File: config.mk
export PLATFORM = sky130hd
export DESIGN_NAME = truth_table_sweeper_flat
export DESIGN_NICKNAME = d
export VERILOG_FILES = /design/src/rtl/truth_table_sweeper_if.sv /design/src/rtl/truth_table_sweeper.sv /design/src/flat_wrapper.sv
export SDC_FILE = /design/constraint.sdc
export NUM_CORES = 1
export LEC_CHECK = 0
export ABC_AREA = 1
export ABC_CLOCK_PERIOD_IN_PS = 3500
export BUFFER_PORTS_ARGS = -buffer_cell sky130_fd_sc_hd__buf_4
export CORE_UTILIZATION = 56
export CTS_BUF_LIST = sky130_fd_sc_hd__clkbuf_8
export CTS_CLUSTER_SIZE = 30
export DETAILED_ROUTE_END_ITERATION = 7
export GPL_TIMING_DRIVEN = 0
export PLACE_DENSITY = 0.87
export RECOVER_POWER = 25
export SYNTH_ARGS = -nofsm -noshare
export SYNTH_HDL_FRONTEND = slang
export SYNTH_SLANG_ARGS = --single-unit
File: constraint.sdc
create_clock -name clk -period 3.5 [get_ports clk]
set_input_delay 0.175 -clock clk [delete_from_list [all_inputs] [get_ports clk]]
set_output_delay 0.175 -clock clk [all_outputs]
set_load 0.005 [all_outputs]
File: src/rtl/truth_table_sweeper_if.sv
// Bundle between the lab test logic / networks under check and the truth-table sweeper.
// The sweeper takes the slave view; the stimulus side takes the master view.
interface truth_table_sweeper_if #(
  parameter int unsigned N_IN = 4
);
  logic                   start;
  logic                   abort;
  logic                   dut_f;
  logic                   ref_f;
  logic [N_IN-1:0]        vec;
  logic                   busy;
  logic                   done;
  logic                   pass;
  logic [N_IN:0]          err_cnt;
  logic [N_IN-1:0]        first_err_vec;
  logic                   first_err_vld;
  logic [(2**N_IN)-1:0]   tt_dut;

  modport master (
    output start, abort, dut_f, ref_f,
    input  vec, busy, done, pass, err_cnt, first_err_vec, first_err_vld, tt_dut
  );

  modport slave (
    input  start, abort, dut_f, ref_f,
    output vec, busy, done, pass, err_cnt, first_err_vec, first_err_vld, tt_dut
  );
endinterface

File: src/rtl/truth_table_sweeper.sv
// Exhaustive input sweeper comparing a gate network against a golden expression.
// Optional DUT truth-table capture is enabled with `define TT_SWEEP_LOG_EN.
module truth_table_sweeper #(
  parameter int unsigned N_IN       = 4,
  parameter int unsigned SETTLE_CYC = 1
) (
  input  logic                 clk,
  input  logic                 rst_n,
  truth_table_sweeper_if.slave bus
);

  localparam int unsigned NVec = 2**N_IN;
  localparam int unsigned CntW = (SETTLE_CYC > 1) ? $clog2(SETTLE_CYC) : 1;
  localparam logic [CntW-1:0] SettleLast = CntW'(SETTLE_CYC - 1);

  typedef enum logic [1:0] {
    StIdle,
    StApply,
    StSample,
    StDone
  } state_e;

  state_e            state_q, state_d;
  logic [N_IN-1:0]   vec_q, vec_d;
  logic [CntW-1:0]   settle_cnt_q, settle_cnt_d;
  logic [N_IN:0]     err_cnt_q, err_cnt_d;
  logic [N_IN-1:0]   first_err_vec_q, first_err_vec_d;
  logic              first_err_vld_q, first_err_vld_d;
  logic              busy_q, busy_d;
  logic              done_q, done_d;
  logic              pass_q, pass_d;
  logic              mismatch;

`ifdef TT_SWEEP_LOG_EN
  logic [NVec-1:0]   tt_q, tt_d;
`endif

  assign mismatch = bus.dut_f ^ bus.ref_f;

  always_comb begin
    state_d         = state_q;
    vec_d           = vec_q;
    settle_cnt_d    = settle_cnt_q;
    err_cnt_d       = err_cnt_q;
    first_err_vec_d = first_err_vec_q;
    first_err_vld_d = first_err_vld_q;
    busy_d          = busy_q;
    done_d          = 1'b0;
    pass_d          = pass_q;
`ifdef TT_SWEEP_LOG_EN
    tt_d            = tt_q;
`endif

    unique case (state_q)
      StIdle: begin
        if (bus.start && !bus.abort) begin
          state_d         = StApply;
          vec_d           = '0;
          settle_cnt_d    = '0;
          err_cnt_d       = '0;
          first_err_vld_d = 1'b0;
          pass_d          = 1'b0;
          busy_d          = 1'b1;
`ifdef TT_SWEEP_LOG_EN
          tt_d            = '0;
`endif
        end
      end

      StApply: begin
        if (bus.abort) begin
          state_d = StIdle;
          busy_d  = 1'b0;
          pass_d  = 1'b0;
        end else if (settle_cnt_q == SettleLast) begin
          state_d = StSample;
        end else begin
          settle_cnt_d = settle_cnt_q + 1'b1;
        end
      end

      StSample: begin
        if (bus.abort) begin
          // Abort wins over the sample taken on the same edge; vec is left as-is.
          state_d = StIdle;
          busy_d  = 1'b0;
          pass_d  = 1'b0;
        end else begin
          if (mismatch) begin
            err_cnt_d = err_cnt_q + 1'b1;
            if (!first_err_vld_q) begin
              first_err_vec_d = vec_q;
              first_err_vld_d = 1'b1;
            end
          end
`ifdef TT_SWEEP_LOG_EN
          tt_d[vec_q] = bus.dut_f;
`endif
          if (vec_q == '1) begin
            state_d = StDone;
          end else begin
            vec_d        = vec_q + 1'b1;
            settle_cnt_d = '0;
            state_d      = StApply;
          end
        end
      end

      StDone: begin
        // Sweep is complete, so abort no longer suppresses the done pulse.
        done_d  = 1'b1;
        busy_d  = 1'b0;
        pass_d  = (err_cnt_q == '0);
        state_d = StIdle;
      end

      default: begin
        state_d = StIdle;
      end
    endcase
  end

  always_ff @(posedge clk or negedge rst_n) begin
    if (!rst_n) begin
      state_q         <= StIdle;
      vec_q           <= '0;
      settle_cnt_q    <= '0;
      err_cnt_q       <= '0;
      first_err_vec_q <= '0;
      first_err_vld_q <= 1'b0;
      busy_q          <= 1'b0;
      done_q          <= 1'b0;
      pass_q          <= 1'b0;
    end else begin
      state_q         <= state_d;
      vec_q           <= vec_d;
      settle_cnt_q    <= settle_cnt_d;
      err_cnt_q       <= err_cnt_d;
      first_err_vec_q <= first_err_vec_d;
      first_err_vld_q <= first_err_vld_d;
      busy_q          <= busy_d;
      done_q          <= done_d;
      pass_q          <= pass_d;
    end
  end

`ifdef TT_SWEEP_LOG_EN
  always_ff @(posedge clk or negedge rst_n) begin
    if (!rst_n) begin
      tt_q <= '0;
    end else begin
      tt_q <= tt_d;
    end
  end

  assign bus.tt_dut = tt_q;
`else
  assign bus.tt_dut = '0;
`endif

  assign bus.vec           = vec_q;
  assign bus.busy          = busy_q;
  assign bus.done          = done_q;
  assign bus.pass          = pass_q;
  assign bus.err_cnt       = err_cnt_q;
  assign bus.first_err_vec = first_err_vec_q;
  assign bus.first_err_vld = first_err_vld_q;

endmodule
File: src/flat_wrapper.sv
// flat-port wrapper written by rule: the top's interface ports become plain ports
module truth_table_sweeper_flat 
#(
  parameter int unsigned N_IN       = 4,
  parameter int unsigned SETTLE_CYC = 1
)
  (clk, rst_n, bus_start, bus_abort, bus_dut_f, bus_ref_f, bus_vec, bus_busy, bus_done, bus_pass, bus_err_cnt, bus_first_err_vec, bus_first_err_vld, bus_tt_dut);
  truth_table_sweeper_if #(.N_IN(N_IN)) bus_i ();
  input  logic clk;
  input  logic rst_n;
  input wire logic [$bits(bus_i.start)-1:0] bus_start;
  input wire logic [$bits(bus_i.abort)-1:0] bus_abort;
  input wire logic [$bits(bus_i.dut_f)-1:0] bus_dut_f;
  input wire logic [$bits(bus_i.ref_f)-1:0] bus_ref_f;
  output wire logic [$bits(bus_i.vec)-1:0] bus_vec;
  output wire logic [$bits(bus_i.busy)-1:0] bus_busy;
  output wire logic [$bits(bus_i.done)-1:0] bus_done;
  output wire logic [$bits(bus_i.pass)-1:0] bus_pass;
  output wire logic [$bits(bus_i.err_cnt)-1:0] bus_err_cnt;
  output wire logic [$bits(bus_i.first_err_vec)-1:0] bus_first_err_vec;
  output wire logic [$bits(bus_i.first_err_vld)-1:0] bus_first_err_vld;
  output wire logic [$bits(bus_i.tt_dut)-1:0] bus_tt_dut;
  assign bus_i.start = bus_start;
  assign bus_i.abort = bus_abort;
  assign bus_i.dut_f = bus_dut_f;
  assign bus_i.ref_f = bus_ref_f;
  assign bus_vec = bus_i.vec;
  assign bus_busy = bus_i.busy;
  assign bus_done = bus_i.done;
  assign bus_pass = bus_i.pass;
  assign bus_err_cnt = bus_i.err_cnt;
  assign bus_first_err_vec = bus_i.first_err_vec;
  assign bus_first_err_vld = bus_i.first_err_vld;
  assign bus_tt_dut = bus_i.tt_dut;
  truth_table_sweeper #(.N_IN(N_IN), .SETTLE_CYC(SETTLE_CYC)) u_core (.clk(clk), .rst_n(rst_n), .bus(bus_i));
endmodule
==> impl_metrics.env, run 1 <==
export IMPL_num_antenna_cells=0
export IMPL_power_per_cell_area_mw_per_mm2=573
export IMPL_global_route_usage_over_all_layers_pct=22.3
export IMPL_height_of_the_chip_um=48.2
export IMPL_tritoncts_clock_tree="done"
export IMPL_post_drt_wl_per_cell_um=11.3
export IMPL_synthDominantAreaCellType="dfrtp_1"
export IMPL_synth_main_ff_cell="dfrtp_1"
export IMPL_skew_ns=0.00108
export IMPL_fp_dieW_um=48.2
export IMPL_ctsLongestPathBuffers=2
export IMPL_cp_required_ns=3.65
export IMPL_cts_root_buf="clkbuf_8"
export IMPL_die_area_sq_mm=0.00232
export IMPL_worstHoldPathType="in2reg"
export IMPL_first_global_vias=843
export IMPL_critPathCaptureType="flop"
export IMPL_setup_viol_count_final=0
export IMPL_critical_path_max_stage_delay_ns=0.42
export IMPL_critical_path_n_buffers_inverters=1
export IMPL_timing_worst_slew_pin_value_ns=1.00
export IMPL_synth_commonest_cells="41 x nand2_1, 19 x dfrtp_1, 16 x buf_4, 11 x inv_1"
export IMPL_synth_top_cells_by_area="dfrtp_1 40%, nand2_1 13%, buf_4 10%, ha_1 8.4%, nand4_1 5.2%"
export IMPL_timing_critical_path_cells="inv_1 -> ha_1 -> nand2_1 -> nor2_2 -> nand2_2 -> nand2_1 -> nand2_1"
export IMPL_period_minus_slack_ns=1.51
export IMPL_timing_critical_path_from_type="flop"
export IMPL_worst_path_max_fanout=6
export IMPL_worst_ep_arrival_time_ns=1.66
export IMPL_antenna_violations_before_repair=0
export IMPL_global_route_wire_length_before_repair_mm=3.55
export IMPL_maxSlewHeadroom_pct=33.3
export IMPL_timing_final_hold_violations=0
export IMPL_synth_ff_latch_count=19
export IMPL_placement_io_buffers=22
export IMPL_route_vias_total=1023
export IMPL_peakVddDrop_v=0.000464
export IMPL_grt_start_max_net_pins=20
export IMPL_cpMostUsedCell="nand2_1"
export IMPL_place_congestion=0.784
export IMPL_synth_most_common_cell="nand2_1"
export IMPL_postSynthCellCount=143
export IMPL_fin_crit_sh_pct=43.2
export IMPL_path_delay_family="simple AND/OR/NAND/NOR gates"
export IMPL_syn_cell_area_sq_mm=0.00119
export IMPL_core_area_sq_mm=0.00198
export IMPL_run_status="finished, final reports clean"
export IMPL_cts_made_buffers=3
export IMPL_row_count=16
export IMPL_worst_path_max_delay_cell="dfrtp_1"
export IMPL_synthArstFlopShare_pct=100
export IMPL_number_of_synthesized_flops_with_an_enable_pin=0
export IMPL_cellLeakagePower_nw=0.838
export IMPL_netlist_area_leader_share_pct=39.8
export IMPL_detailedRoute_firstPassIterationCount=4
export IMPL_layout_drive_gt1_share_pct=29.2
export IMPL_fin_nets=200
export IMPL_ys_warn_count=0
export IMPL_clock_tree_htree_level_count=1
export IMPL_pin_count=39
export IMPL_post_synth_num_cell_types=20
export IMPL_clk_insertion_delay_late_ns=0.26
export IMPL_cts_sink_count=19
export IMPL_avgSynthCellArea_sq_um=8.36
export IMPL_finalSetupTns_ns=0
export IMPL_clk_transition_reported_paths_ns=0.07
export IMPL_initial_core_util_pct=60.3
export IMPL_hpwl_mm=1.79
export IMPL_layout_core_utilization_pct=75.8
export IMPL_routed_wl_mm=2.39
export IMPL_signed_area_change_from_the_synthesized_netlist_to_the_final_layout_pct=25.7
export IMPL_rsz0062_at_grt="no"
export IMPL_globalRouteOverflowTotal=0
export IMPL_maxCapViolCount=0
export IMPL_seq_area_frac_synth_pct=39.8
export IMPL_dr_first_iter_drc_count=30
export IMPL_fmax_ghz=0.662
export IMPL_worst_setup_path_type="reg2reg"
export IMPL_post_cts_resize_count=0
export IMPL_route_detailed_vias_per_inst=4.83
export IMPL_max_transition_viols_final=0
export IMPL_drt_drc_violations_left=0
export IMPL_antenna_violating_nets_left=0
==> flip-flops by register name (all words and copies together), names as in the netlist <==
register	count
u_core.bus.err_cnt	5
u_core.bus.first_err_vec	4
u_core.bus.vec	4
u_core.state_q	2
u_core.bus.busy	1
u_core.bus.done	1
u_core.bus.first_err_vld	1
u_core.bus.pass	1
==> what timing repair did <==
action | in CTS | in global routing
hold endpoints to repair | 19 | 0
setup buffers | 0 | 0
hold buffers | 1 | 0
==> final timing paths <==
| path | start | endpoint | slack [ns] | cells past startpoint |
|---|---|---|---|---|
| setup / recovery | u_core.state_q[0]$_DFFE_PN0P_ | u_core.bus.first_err_vec[1]$_DFFE_PN0P_ | 1.99 | 7 |
| hold / removal | bus_abort | u_core.bus.busy$_DFFE_PN0P_ | 0.28 | 5 |
| setup reg to reg | u_core.state_q[0]$_DFFE_PN0P_ | u_core.bus.first_err_vec[1]$_DFFE_PN0P_ | 1.99 | 7 |
| hold reg to reg | u_core.bus.first_err_vec[2]$_DFFE_PN0P_ | u_core.bus.first_err_vec[2]$_DFFE_PN0P_ | 0.49 | 2 |
| max in group asynchronous | rst_n | u_core.bus.vec[1]$_DFFE_PN0P_ | 2.29 | 2 |
| min in group asynchronous | rst_n | u_core.bus.busy$_DFFE_PN0P_ | 0.60 | 2 |
==> area by class of cell <==
cell class	instances	area [sq um]
multi-input cells	108	597
fillers	142	480
flip-flops and latches	19	475
repair buffers	23	171
plain buffers	18	130
inverters	13	48.8
clock buffers	3	41.3
well taps	27	33.8
clock inverters	1	3.75
==> layer usage <==
| layer | track usage [%] | vias to the layer above | routed length (um) |
|---|---|---|---|
| met3 | 4.81 | 5 | 85 |
| met1 | 25.7 | 479 | 933 |
| met2 | 41.1 | 23 | 1340 |
| met4 | 6.11 | 0 | 27 |
| li1 | - | 516 | - |
| met5 | 0 | - | 0 |
==> metrics by stage <==
stage	cells	area (sq um)	setup WS (ns)	hold slack [ns]	total power, W
2_1_floorplan	158	1250	2.21	-0.121	0.000588
3_3_place_gp	207	1450	2.12	0.0587	0.000685
3_5_place_dp	207	1450	2.04	0.0621	0.000707
4_1_cts	212	1510	1.98	0.279	0.000865
5_1_grt	212	1500	1.85	0.310	0.000924
6_report	212	1500	1.99	0.279	0.000861
==> logic make-up after synthesis <==
logic type / synth area share [%]
compound gates: 4.08
fa+ha+maj: 8.38
buf+inv: 15.0
flops: 39.8
other cells: 0.314
simple gates: 31.7
xor+xnor: 0.733
==> layout by cell type, fill, tap and decap left out, drive strengths merged <==
master / count
nand2: 46
buf: 39
dfrtp: 19
conb: 16
inv: 14
nand3: 13
nand4: 10
ha: 8
o21ai: 7
nor2: 4
clkbuf: 4
xor2: 1
or2: 1
o22ai: 1
o21a: 1
dlygate4sd3: 1
==> worst min-delay path, stage by stage <==
cell	delay, ns
buf_4	0.08
inv_2	0.04
nand2_1	0.07
nand3_1	0.07
nand2_1	0.07
==> where the power goes <==
group / internal (W) / switching [W]
sequential: 0.000264 / 0.0000442
combinational: 0.000164 / 0.000236
clock: 0.0000781 / 0.0000739
total: 0.000506 / 0.000355
Note: power is estimated with default switching activity, not from simulation.
==> inputs of run 2 (changes only) <==
- ABC_CLOCK_PERIOD_IN_PS: 3500 -> 1270
- CORE_UTILIZATION: 56 -> 47
- PLACE_DENSITY: 0.87 -> 0.78
- clock period: 3.5 -> 1.27 ns (I/O delays scaled with it)
==> impl_metrics.env, run 2 (synthesized netlist as in run 1, its figures left out) <==
export IMPL_worst_r2r_path_depth=8
export IMPL_setup_reg_to_reg_worst_slack_ns=-0.02
export IMPL_grt_start_max_net_pins=20
export IMPL_worstHoldPathType="in2reg"
export IMPL_most_common_layout_cells="42 x buf_4, 40 x nand2_1, 19 x dfrtp_1, 16 x conb_1"
export IMPL_initial_core_util_pct=52.0
export IMPL_fin_nets=206
export IMPL_violations="setup timing"
export IMPL_height_of_the_chip_um=52.4
export IMPL_worst_ep_arrival_time_ns=1.43
export IMPL_cellLeakagePower_nw=0.868
export IMPL_cts_root_buf="clkbuf_8"
export IMPL_whs_path_depth=4
export IMPL_globalRouteOverflowTotal=0
export IMPL_route_detailed_vias_per_inst=4.56
export IMPL_place_congestion=0.757
export IMPL_finish_cell_count_without_fillers=219
export IMPL_worst_path_max_delay_cell="dfrtp_1"
export IMPL_cts_made_buffers=3
export IMPL_timing_critical_path_cells="buf_6 -> ha_4 -> inv_2 -> nand2_4 -> nand3_4 -> nand3_4 -> nand2_1 -> nand2_1"
export IMPL_clk_transition_reported_paths_ns=0.07
export IMPL_holdPathEnd="u_core.state_q[1]$_DFFE_PN0P_"
export IMPL_max_transition_viols_final=0
export IMPL_cts_sink_count=19
export IMPL_layout_drive_gt1_share_pct=35.6
export IMPL_skew_ns=0.00166
export IMPL_setup_viol_count_final=6
export IMPL_cp_startpoint="u_core.state_q[1]$_DFFE_PN0P_"
export IMPL_maxCapViolCount=0
export IMPL_power_per_cell_area_mw_per_mm2=1610
export IMPL_regArea_sq_um=475
export IMPL_tritoncts_clock_tree="done"
export IMPL_detailedRoute_firstPassIterationCount=4
export IMPL_first_global_vias=907
export IMPL_core_area_sq_mm=0.00230
export IMPL_layout_cells_most_common="buf_4"
export IMPL_timing_critical_path_from_type="flop"
export IMPL_path_delay_family="simple AND/OR/NAND/NOR gates"
export IMPL_largest_register_ffs=5
export IMPL_routed_wl_mm=2.33
export IMPL_clock_tree_htree_level_count=1
export IMPL_global_route_usage_over_all_layers_pct=18.6
export IMPL_fin_crit_sh_pct=102
export IMPL_area_of_combinational_cells_with_multiple_inputs_sq_um=614
export IMPL_dr_first_iter_drc_count=5
export IMPL_peakVddDrop_v=0.00119
export IMPL_clk_insertion_delay_late_ns=0.25
export IMPL_dpl_cell_count=208
export IMPL_whs_ns=0.148
export IMPL_cp_required_ns=1.41
export IMPL_period_minus_slack_ns=1.29
export IMPL_timing_final_hold_violations=0
export IMPL_antenna_violating_nets_left=0
export IMPL_critical_path_max_stage_delay_ns=0.40
export IMPL_critPathCaptureType="flop"
export IMPL_rsz0062_at_grt="yes"
export IMPL_row_count=17
export IMPL_hold_path_startpoint="bus_abort"
export IMPL_placement_io_buffers=22
export IMPL_rr_endpoint="u_core.bus.err_cnt[0]$_DFFE_PN0P_"
export IMPL_fp_dieW_um=52.4
export IMPL_fmax_ghz=0.775
export IMPL_hpwl_mm=1.75
export IMPL_num_antenna_cells=0
export IMPL_signed_area_change_from_the_synthesized_netlist_to_the_final_layout_pct=31.5
export IMPL_antenna_violations_before_repair=0
export IMPL_die_area_sq_mm=0.00275
export IMPL_post_route_worst_setup_slack_ns=-0.0204
export IMPL_global_route_wire_length_before_repair_mm=3.77
export IMPL_crit_reg2reg_launch="u_core.state_q[1]$_DFFE_PN0P_"
export IMPL_worst_setup_path_type="reg2reg"
export IMPL_pin_count=39
export IMPL_run_status="finished with violations"
export IMPL_ctsLongestPathBuffers=2
export IMPL_route_vias_total=999
export IMPL_critical_path_n_buffers_inverters=2
export IMPL_post_drt_wl_per_cell_um=10.6
export IMPL_worst_path_max_fanout=7
export IMPL_fill_cells=175
export IMPL_drt_drc_violations_left=0
==> run 2: cell count changes in the layout (fill, tap and decap cells not counted), sizes merged <==
cell    before  now
inv         14   13
buf         39   45
clkinv       0    1
==> run 2: worst max-delay path by stage <==
stage,cells past startpoint,endpoint
detailed placement,7,u_core.bus.first_err_vec[3]$_DFFE_PN0P_
global route,8,u_core.bus.err_cnt[4]$_DFFE_PN0P_
floorplan,8,u_core.bus.err_cnt[3]$_DFFE_PN0P_
CTS,8,u_core.bus.err_cnt[0]$_DFFE_PN0P_
finish,8,u_core.bus.err_cnt[0]$_DFFE_PN0P_
global placement,8,u_core.bus.err_cnt[3]$_DFFE_PN0P_
==> run 2: worst min-delay path, delay by kind of cell <==
kind	cells	cell delay, ns
simple gates	1	0.08
compound gates	1	0.08
buf+inv	2	0.12
==> run 2: final cells by class <==
cell class,instances,share of cell area (%)
flip-flops and latches,19,30.3
plain buffers,18,8.28
inverters,13,3.11
well taps,28,2.23
clock inverters,1,0.318
clock buffers,3,2.63
repair buffers,29,14.1
multi-input cells,108,39.1
==> run 2: metal layers <==
| metal | part of all wire [%] | track usage [%] | vias to the layer above |
|---|---|---|---|
| met5 | 0 | 0 | - |
| met4 | 0.51 | 5.26 | 0 |
| met3 | 3.7 | 2.61 | 2 |
| met2 | 49 | 33.3 | 24 |
| met1 | 47 | 22.9 | 444 |
| li1 | - | - | 529 |
==> run 2: power breakdown <==
part	leakage, nW	switching (W)	internal [W]
Combinational	0.582	0.000693	0.000576
Clock	0.0255	0.000197	0.000218
Sequential	0.260	0.000114	0.000728
Total	0.868	0.00100	0.00152
==> run 2: stage by stage <==
step / power (W) / setup WS (ns) / instance area, sq um / utilization [%] / TNS [ns]
finish: 0.00252 / -0.0204 / 1570 / 68.4 / -0.0936
CTS: 0.00249 / -0.0205 / 1560 / 67.9 / -0.0947
floorplan: 0.00163 / 0.0117 / 1260 / - / 0
global placement: 0.00191 / -0.0810 / 1460 / 63.4 / -0.915
detailed placement: 0.00196 / -0.139 / 1460 / 63.4 / -1.55
global route: 0.00275 / -0.103 / 1570 / 68.4 / -1.19
==> run 2: what timing repair did <==
action,in CTS,in global routing
hold buffers,1,0
buffers inserted,4,2
setup endpoints to repair,14,14
pin swaps,7,5
hold endpoints to repair,19,0
resized for setup,6,0
cloned,0,0
==> inputs of run 3 (changes only) <==
- MAX_ROUTING_LAYER: unset -> met4
==> impl_metrics.env, run 3 (synthesized netlist as in run 1, its figures left out) <==
export IMPL_detailedRoute_firstPassIterationCount=4
export IMPL_timing_critical_path_from_type="flop"
export IMPL_worstHoldPathType="in2reg"
export IMPL_first_global_vias=906
export IMPL_critPathCaptureType="flop"
export IMPL_cp_startpoint="u_core.state_q[1]$_DFFE_PN0P_"
export IMPL_layout_drive_gt1_share_pct=35.6
export IMPL_timing_critical_path_cells="buf_6 -> ha_4 -> inv_2 -> nand2_4 -> nand3_4 -> nand3_4 -> nand2_1 -> nand2_1"
export IMPL_routed_wl_mm=2.33
export IMPL_peakVddDrop_v=0.00119
export IMPL_signed_area_change_from_the_synthesized_netlist_to_the_final_layout_pct=31.5
export IMPL_total_power_w=0.00253
export IMPL_worst_path_max_delay_cell="dfrtp_1"
export IMPL_fmax_ghz=0.775
export IMPL_row_count=17
export IMPL_power_per_cell_area_mw_per_mm2=1610
export IMPL_largest_register_ffs=5
export IMPL_most_common_layout_cells="42 x buf_4, 40 x nand2_1, 19 x dfrtp_1, 16 x conb_1"
export IMPL_timing_final_hold_violations=0
export IMPL_antenna_violations_before_repair=0
export IMPL_ctsLongestPathBuffers=2
export IMPL_pin_count=39
export IMPL_global_route_usage_over_all_layers_pct=19.1
export IMPL_crit_reg2reg_launch="u_core.state_q[1]$_DFFE_PN0P_"
export IMPL_max_transition_viols_final=0
export IMPL_num_antenna_cells=0
export IMPL_period_minus_slack_ns=1.29
export IMPL_route_vias_total=999
export IMPL_fp_dieW_um=52.4
export IMPL_placement_io_buffers=22
export IMPL_whs_ns=0.148
export IMPL_cts_made_buffers=3
export IMPL_post_route_worst_setup_slack_ns=-0.0203
export IMPL_height_of_the_chip_um=52.4
export IMPL_fin_nets=206
export IMPL_drt_drc_violations_left=0
export IMPL_critical_path_max_stage_delay_ns=0.40
export IMPL_cellLeakagePower_nw=0.868
export IMPL_run_status="finished with violations"
export IMPL_skew_ns=0.00174
export IMPL_critical_path_n_buffers_inverters=2
export IMPL_worst_setup_path_type="reg2reg"
export IMPL_maxCapViolCount=0
export IMPL_cts_root_buf="clkbuf_8"
export IMPL_global_route_wire_length_before_repair_mm=3.79
export IMPL_antenna_violating_nets_left=0
export IMPL_worst_path_max_fanout=7
export IMPL_fin_crit_sh_pct=102
export IMPL_globalRouteOverflowTotal=0
export IMPL_clock_tree_htree_level_count=1
export IMPL_dr_first_iter_drc_count=4
export IMPL_post_drt_wl_per_cell_um=10.6
export IMPL_route_detailed_vias_per_inst=4.56
export IMPL_grt_start_max_net_pins=20
export IMPL_place_congestion=0.767
export IMPL_clk_transition_reported_paths_ns=0.07
export IMPL_path_delay_family="simple AND/OR/NAND/NOR gates"
export IMPL_cp_required_ns=1.41
export IMPL_cts_sink_count=19
export IMPL_violations="setup timing"
export IMPL_tritoncts_clock_tree="done"
export IMPL_clk_insertion_delay_late_ns=0.25
export IMPL_core_area_sq_mm=0.00230
export IMPL_preCtsSetupSlack_ns=-0.139
export IMPL_die_area_sq_mm=0.00275
export IMPL_setup_viol_count_final=6
export IMPL_hold_path_startpoint="bus_abort"
export IMPL_worst_ep_arrival_time_ns=1.43
export IMPL_initial_core_util_pct=52.0
export IMPL_layout_cells_most_common="buf_4"
export IMPL_hpwl_mm=1.75
export IMPL_rsz0062_at_grt="yes"
-- run 3: cell counts in the layout (fill, tap and decap cells not counted) --
No cell type changed its count.
-- run 3: path summary, 6_finish.rpt --
kind                                                           end  slack [ns]  cells after the start
max in group asynchronous            u_core.bus.vec[2]$_DFFE_PN0P_        0.65                      2
max                              u_core.bus.err_cnt[0]$_DFFE_PN0P_       -0.02                      8
min reg2reg                u_core.bus.first_err_vec[1]$_DFFE_PN0P_        0.48                      2
min                                  u_core.state_q[1]$_DFFE_PN0P_        0.15                      4
min in group asynchronous              u_core.bus.busy$_DFFE_PN0P_        0.30                      2
max reg2reg                      u_core.bus.err_cnt[0]$_DFFE_PN0P_       -0.02                      8
-- run 3: worst min-delay path, delay by kind of cell --
kind                   cells  cell delay, ns
buffers and inverters      2            0.12
and+or+nand+nor            1            0.08
AOI/OAI and AO/OA          1            0.08
-- run 3: per-stage QoR --
step	area, sq um	util, %	TNS (ns)	instances
final	1570	68.4	-0.0930	219
after global routing	1570	68.4	-1.20	219
after CTS	1560	67.9	-0.0947	217
after detailed placement	1460	63.4	-1.55	208
after global placement	1460	63.4	-0.915	208
after floorplan	1260	-	0	158
-- run 3: repair_timing --
item                                    in CTS  in global routing
hold buffers                                 1                  0
endpoints found under the setup margin      14                 14
buffers inserted                             4                  2
gates resized for setup                      6                  0
pin swaps                                    7                  5
hold endpoints to repair                    19                  0
-- run 3: routing by layer --
layer  routed length, um  GRT usage, %  vias up  share of wire (%)
li1                    -             -      529                  -
met1                1080          23.0      444                 47
met2                1150          33.3       24                 49
met3                  86          2.61        2                3.7
met4                  12          5.26        0               0.51
met5                   0             -        -                  0
-- run 3: area by class of cell --
| cell class | count | area [sq um] |
|---|---|---|
| Inverter | 13 | 48.8 |
| Buffer | 18 | 130 |
| Fill cell | 175 | 726 |
| Timing Repair Buffer | 29 | 221 |
| Sequential cell | 19 | 475 |
| Clock inverter | 1 | 5.00 |
| Clock buffer | 3 | 41.3 |
| Tap cell | 28 | 35.0 |
| Multi-Input combinational cell | 108 | 614 |
-- run 3: where the power goes --
group	total [W]	leakage, nW	internal (W)	switching (W)
Combinational	0.00127	0.582	0.000576	0.000693
Clock	0.000415	0.0255	0.000218	0.000197
Sequential	0.000842	0.260	0.000728	0.000114
